$ cat src/rtl/pmp_checker_pkg.sv
// Shared PMP types: privilege levels, address-matching modes, permission bits
// and the 8-bit pmpcfg layout.
package pmp_checker_pkg;

   typedef enum logic [1:0] {
      PRIV_LVL_U = 2'b00,
      PRIV_LVL_S = 2'b01,
      PRIV_LVL_M = 2'b11
   } priv_lvl_t;

   typedef enum logic [1:0] {
      PMP_OFF   = 2'b00,
      PMP_TOR   = 2'b01,
      PMP_NA4   = 2'b10,
      PMP_NAPOT = 2'b11
   } pmp_addr_mode_t;

   typedef struct packed {
      logic x;
      logic w;
      logic r;
   } pmp_access_t;

   typedef struct packed {
      logic           locked;
      logic [1:0]     reserved;
      pmp_addr_mode_t addr_mode;
      pmp_access_t    access;
   } pmpcfg_t;

endpackage

$ cat src/rtl/lzc.sv
// Leading/trailing zero counter. MODE 0 counts trailing zeros, MODE 1 leading
// zeros; empty_o flags an all-zero input (cnt_o is then 0).
module lzc #(
   parameter int unsigned WIDTH     = 2,
   parameter bit          MODE      = 1'b0,
   parameter int unsigned CNT_WIDTH = (WIDTH > 1) ? $clog2(WIDTH) : 1
) (
   input  logic [WIDTH-1:0]     in_i,
   output logic [CNT_WIDTH-1:0] cnt_o,
   output logic                 empty_o
);

   logic [WIDTH-1:0] in_ordered;

   for (genvar gi = 0; gi < WIDTH; gi++) begin : gen_order
      if (MODE) begin : gen_rev
         assign in_ordered[gi] = in_i[WIDTH-1-gi];
      end else begin : gen_fwd
         assign in_ordered[gi] = in_i[gi];
      end
   end

   always_comb begin
      cnt_o   = '0;
      empty_o = 1'b1;
      for (int unsigned i = 0; i < WIDTH; i++) begin
         if (empty_o && in_ordered[i]) begin
            cnt_o   = i[CNT_WIDTH-1:0];
            empty_o = 1'b0;
         end
      end
   end

endmodule

$ cat src/rtl/pmp_entry_match.sv
// Combinational address matcher for a single PMP entry (OFF/TOR/NA4/NAPOT).
module pmp_entry_match
   import pmp_checker_pkg::*;
#(
   parameter int unsigned PLEN    = 56,
   parameter int unsigned PMP_LEN = 54
) (
   input  logic [PLEN-1:0]    addr_i,
   input  logic [PMP_LEN-1:0] conf_addr_i,
   input  logic [PMP_LEN-1:0] conf_addr_prev_i,
   input  pmp_addr_mode_t     mode_i,
   output logic               match_o
);

   localparam int unsigned TW = (PMP_LEN > 1) ? $clog2(PMP_LEN) : 1;
   localparam logic [TW:0] NAPOT_MIN_SIZE = 3;

   logic [PLEN-1:0] cur_addr;
   logic [PLEN-1:0] prev_addr;
   logic [PLEN-1:0] napot_mask;
   logic [TW-1:0]   trail_ones;
   logic [TW:0]     napot_size;
   logic            conf_all_ones;

   assign cur_addr  = {conf_addr_i, 2'b00};
   assign prev_addr = {conf_addr_prev_i, 2'b00};

   // Trailing ones of conf_addr are the trailing zeros of its complement.
   lzc #(
      .WIDTH    (PMP_LEN),
      .MODE     (1'b0),
      .CNT_WIDTH(TW)
   ) i_trail_ones (
      .in_i   (~conf_addr_i),
      .cnt_o  (trail_ones),
      .empty_o(conf_all_ones)
   );

   assign napot_size = {1'b0, trail_ones} + NAPOT_MIN_SIZE;
   assign napot_mask = {PLEN{1'b1}} << napot_size;

   always_comb begin
      match_o = 1'b0;
      case (mode_i)
         PMP_TOR:   match_o = (addr_i >= prev_addr) && (addr_i < cur_addr);
         PMP_NA4:   match_o = (addr_i[PLEN-1:2] == conf_addr_i);
         PMP_NAPOT: match_o = conf_all_ones ||
                              ((addr_i & napot_mask) == (cur_addr & napot_mask));
         default:   match_o = 1'b0;
      endcase
   end

endmodule

$ cat config.mk
export PLATFORM = sky130hd
export DESIGN_NAME = pmp_entry_match
export DESIGN_NICKNAME = d
export VERILOG_FILES = /design/src/rtl/pmp_checker_pkg.sv /design/src/rtl/lzc.sv /design/src/rtl/pmp_entry_match.sv
export SDC_FILE = /design/constraint.sdc
export NUM_CORES = 1
export LEC_CHECK = 0
export BUFFER_PORTS_ARGS = -buffer_cell sky130_fd_sc_hd__buf_2
export CORE_MARGIN = 2
export CORE_UTILIZATION = 45
export DETAILED_ROUTE_END_ITERATION = 8
export PLACE_DENSITY = 0.81
export SLEW_MARGIN = 20
export SYNTH_ARGS = -nofsm -noshare
export SYNTH_HDL_FRONTEND = slang
export SYNTH_SLANG_ARGS = --single-unit
$ cat constraint.sdc
create_clock -name vclk -period 11.4
set_input_delay 2.28 -clock vclk [all_inputs]
set_output_delay 2.28 -clock vclk [all_outputs]
set_load 0.005 [all_outputs]
Yosys cells after proc, flatten, opt, wreduce, memory -nomap -nowiden
Cells that the tools add are included.

Flip-flop bits (word level): 0. Bits in latches: 0. Memory bits (writable): 0. ROM bits: 0. Input bits: 166. Output and inout bits: 1. Word-level logic and storage cells: 175. Memories: 0.

Add/sub/neg operators: 1. Multipliers: 0. Divide/modulo/power cells: 0. Order comparisons: 2. Equal/unequal tests: 5. Shifts and indexed selects: 1. Muxes and demuxes: 108. Bitwise gates (word level): 3. Reduce and logical (&&, ||, !) cells: 55.

Operators with widths (count): 6-bit two-way mux (22); 56-bit bitwise AND (2); 5-bit two-way mux (16); 56-bit equality test (1); 56-bit greater-or-equal comparator (1); 56-bit less-than comparator (1); 56-bit by 7-bit left shift with 56-bit output (first input constant) (1); 1-bit two-way mux (55); 54-bit equality test (1); 1-bit logical AND (54); 54-bit inverter (1); 4-bit two-way mux (8); 3-bit two-way mux (4); 6-bit by 2-bit adder with 7-bit output (second input constant) (1); 2-bit equality test (second input constant) (2); 2-bit two-way mux (2); 1-bit one-hot mux with 3 select lines (1); 2-bit by 1-bit equality test with 1-bit output (second input constant) (1); 1-bit logical OR (1).

Logic depth before layout (Yosys ltp)
Depth in word-level cells: 114. Gate-level depth with buffers: 15. Depth with buffers taken out: 14.

By module
From an unflattened synthesis, not the netlist that was laid out.

Cells, all modules: 716. Area total of the unflattened synthesis: 4763.3 µm².

Modules (own cells, without submodules): pmp_entry_match (times used 1, cells each 594, area each 4065.1 µm²); lzc (times used 1, cells each 122, area each 698.2 µm²).

Least setup slack after synthesis
Ideal clock, no wire load.

Path kind: input-to-output. From: input conf_addr_i[33]. To: output match_o. Arrival time: 5.391 ns. Required time: 9.120 ns. Path slack: 3.729 ns. Stages on the path: 14. Buffers on the path: 0. Cells stage by stage: nand4_1 nor3_1 a311o_1 a211o_1 a211oi_2 ha_1 clkinv_1 a21oi_4 or2_4 o21ai_2 a221o_1 a211oi_2 o221ai_1 a22oi_1.

Word-level cells in the longest chain between the ends: 49. Elaborated cells between the ends (all ways): 74. Classes of those cells: add/sub: 1; order compare: 1; eq/ne: 2; shift: 1; mux: 43; bitwise: 3; reduce/logical: 23.

RTL lines: start, declared (line pmp_entry_match.sv:9) `input logic [PMP_LEN-1:0] conf_addr_i,`; 54-bit inverter (line pmp_entry_match.sv:34) `.in_i (~conf_addr_i),`; 1-bit logical AND (line lzc.sv:27) `if (empty_o && in_ordered[i]) begin`; 1-bit two-way mux (line lzc.sv:27); 1-bit logical AND (line lzc.sv:27); 1-bit two-way mux (line lzc.sv:27); 1-bit logical AND (line lzc.sv:27); 1-bit two-way mux (line lzc.sv:27); 1-bit logical AND (line lzc.sv:27); [33 not listed]; 1-bit logical AND (line lzc.sv:27); 6-bit two-way mux (line lzc.sv:27); 6-bit by 2-bit adder with 7-bit output (line pmp_entry_match.sv:39) `assign napot_size = {1'b0, trail_ones} + NAPOT_MIN_SIZE;`; 56-bit by 7-bit left shift with 56-bit output (line pmp_entry_match.sv:40) `assign napot_mask = {PLEN{1'b1}} << napot_size;`; 56-bit bitwise AND (line pmp_entry_match.sv:48) `((addr_i & napot_mask) == (cur_addr & napot_mask));`; 56-bit equality test (line pmp_entry_match.sv:48); 1-bit logical OR (line pmp_entry_match.sv:47) `PMP_NAPOT: match_o = conf_all_ones ||`; 1-bit one-hot mux with 3 select lines * (line pmp_entry_match.sv:44) `case (mode_i)`; end, declared (line pmp_entry_match.sv:12) `output logic match_o`.

Every way passes the cells marked *; elsewhere a longest branch is shown, timed or not.

Worst setup path in the final report
Same ends and word-level chain as after synthesis.

==> impl_metrics.env <==
export IMPL_hold_path_class="input pin to primary output"
export IMPL_vias=5946
export IMPL_fill_cells=1067
export IMPL_final_util_pct=54.9
export IMPL_place_gp_congestion=1.02
export IMPL_wl_per_cell_microns=16.3
export IMPL_postSynthAreaPerCell_sq_um=7.12
export IMPL_grt_start_max_net_pins=12
export IMPL_fp_dieH_microns=108
export IMPL_layout_setup_ws_ns=2.75
export IMPL_synth_top_family_by_area="adder cells"
export IMPL_power_density_mw_per_mm2=35.7
export IMPL_finalCritPeriodShare_pct=75.9
export IMPL_synthMostInstantiatedCell="inv_1"
export IMPL_startpoint_type="input pin"
export IMPL_mappedNetlistArea_sq_mm=0.00491
export IMPL_finalCriticalPeriod_ns=8.65
export IMPL_final_cells=993
export IMPL_synth_xor_area_share_pct=10.0
export IMPL_drtPass1Iterations=5
export IMPL_ir_worst_vdd_v=0.0000173
export IMPL_crit_type="input pin to primary output"
export IMPL_critPathArrivalTime_ns=6.37
export IMPL_post_synth_top_area_cell="ha_1"
export IMPL_dpl_cell_count=993
export IMPL_crit_required_ns=9.12
export IMPL_ys_types=75
export IMPL_syn_inst=689
export IMPL_design_seq_count=0
export IMPL_portBuffers=167
export IMPL_yosys_area_share_simple_pct=24.2
export IMPL_p_leak_uw=0.00317
export IMPL_worst_setup_path_end_kind="primary output"
export IMPL_num_antenna_cells=0
export IMPL_finalSetupTns_ns=0
export IMPL_routed_via_density=5.99
export IMPL_area_growth_pct=20.3
export IMPL_grt_pass1_wl_microns=26000
export IMPL_synth_adder_area_share_pct=28.3
export IMPL_regArea_sq_um=0
export IMPL_pre_cts_ws_ns=2.88
export IMPL_hpwlAfterDp_microns=14400
export IMPL_antenna_left=0
export IMPL_ioPinCount=167
export IMPL_yosys_warnings=0
export IMPL_die_w_microns=108
export IMPL_status="complete, no violations"
export IMPL_cts_hold_buf=0
export IMPL_cts_resized=0
export IMPL_slew_headroom_pct=37.1
export IMPL_layout_drive_gt1_share_pct=22.3
export IMPL_setup_violations=0
export IMPL_drt_wl_total_microns=16200
export IMPL_synthTopCellsByCount="inv_1 (116), ha_1 (111), a21oi_1 (43)"
export IMPL_dieArea_sq_mm=0.0118
export IMPL_report_final_slew_viol_count=0
export IMPL_synth_top_area_share_pct=28.3
export IMPL_syn_nets=966
export IMPL_nClkBuffers=0
export IMPL_grt_pass1_vias=5598
export IMPL_max_cap_violations=0
export IMPL_gr_usage_all_layers_pct=27.2
export IMPL_drc=0
export IMPL_power_uw=211
export IMPL_synth_area_top_cells="ha_1 (28%), inv_1 (8.9%), xor2_1 (5.5%), a21o_1 (5.4%), nand4_1 (4.6%)"
export IMPL_synthMuxAreaShare_pct=0
export IMPL_start_util_pct=45.7
export IMPL_yosysSeqAreaShare_pct=0
export IMPL_synth_compound_area_share_pct=28.2
export IMPL_max_freq_mhz=116
export IMPL_cp_max_fo=9
export IMPL_rows=38
export IMPL_finalHoldViolations=0
export IMPL_gr_total_overflow=0
export IMPL_post_cts_buffers=0
export IMPL_max_slew_worst_pin_slew_ns=0.931
export IMPL_coreArea_sq_mm=0.0107
export IMPL_rsz0062_at_grt="false"
export IMPL_drt_iter0_markers=502
export IMPL_grt_antenna_before_repair=0
export IMPL_num_nets_final=1132
[cells in the final DEF, fill, tap and decap left out, drive strengths merged, types with 6 or more instances in the layout]
cell type / n
o211ai: 10
nand2: 34
buf: 167
nand3: 17
ha: 111
and4: 6
a21oi: 44
nand4: 38
nor3: 21
inv: 116
and2: 6
a211oi: 13
xnor2: 25
nor2: 34
o21ai: 33
a22oi: 6
nor4: 14
a21o: 35
nor2b: 11
xor2: 31
[area by class of cell]
| cell class | count | area (sq um) | share of cell area, % |
|---|---|---|---|
| Multi-Input combinational cell | 569 | 4450 | 75.4 |
| Timing Repair Buffer | 167 | 836 | 14.2 |
| Inverter | 117 | 439 | 7.44 |
| Tap cell | 140 | 175 | 2.97 |
[critical path, stage by stage]
cell and delay, ns:
buf_2 0.14, nand4_1 0.21, nor3_1 0.09, a311o_1 0.32, a211o_1 0.32, a211oi_2 0.56
ha_1 0.38, clkinv_1 0.30, a21oi_4 0.28, nor2_1 0.18, a221oi_1 0.33, o221ai_1 0.19
a211oi_1 0.24, nand2_1 0.11, a22oi_1 0.25, buf_2 0.17
[cells by family after synthesis]
| family | count (synthesis) |
|---|---|
| AO/OA/AOI/OAI | 197 |
| XOR/XNOR | 56 |
| AND/OR/NAND/NOR | 205 |
| buffers and inverters | 120 |
| adder cells (fa/ha/maj) | 111 |
[final timing paths]
path / from / to / slack (ns) / cells after the start
hold / removal: mode_i[0] / match_o / 5.23 / 6
setup / recovery: conf_addr_i[33] / match_o / 2.75 / 16
[stage by stage]
| step | hold slack (ns) | instance area, sq um |
|---|---|---|
| 2_1_floorplan | 4.85 | 4910 |
| 3_3_place_gp | 5.20 | 5900 |
| 3_5_place_dp | 5.21 | 5900 |
| 4_1_cts | 5.21 | 5900 |
| 5_1_grt | 5.27 | 5900 |
| 6_report | 5.23 | 5900 |
[power by group]
| part | internal, uW | switching (uW) |
|---|---|---|
| Clock | 0 | 0 |
| Sequential | 0 | 0 |
| Combinational | 89.8 | 121 |
| Total | 89.8 | 121 |
[metal layers]
metal | GRT usage, % | vias up | share of wire (%)
met4 | 14.4 | 0 | 5.7
li1 | - | 2902 | -
met3 | 4.04 | 70 | 9.6
met2 | 44.2 | 320 | 43
met5 | 0 | - | 0
met1 | 34.4 | 2654 | 41
No activity file was read; power rests on OpenSTA's default activity.
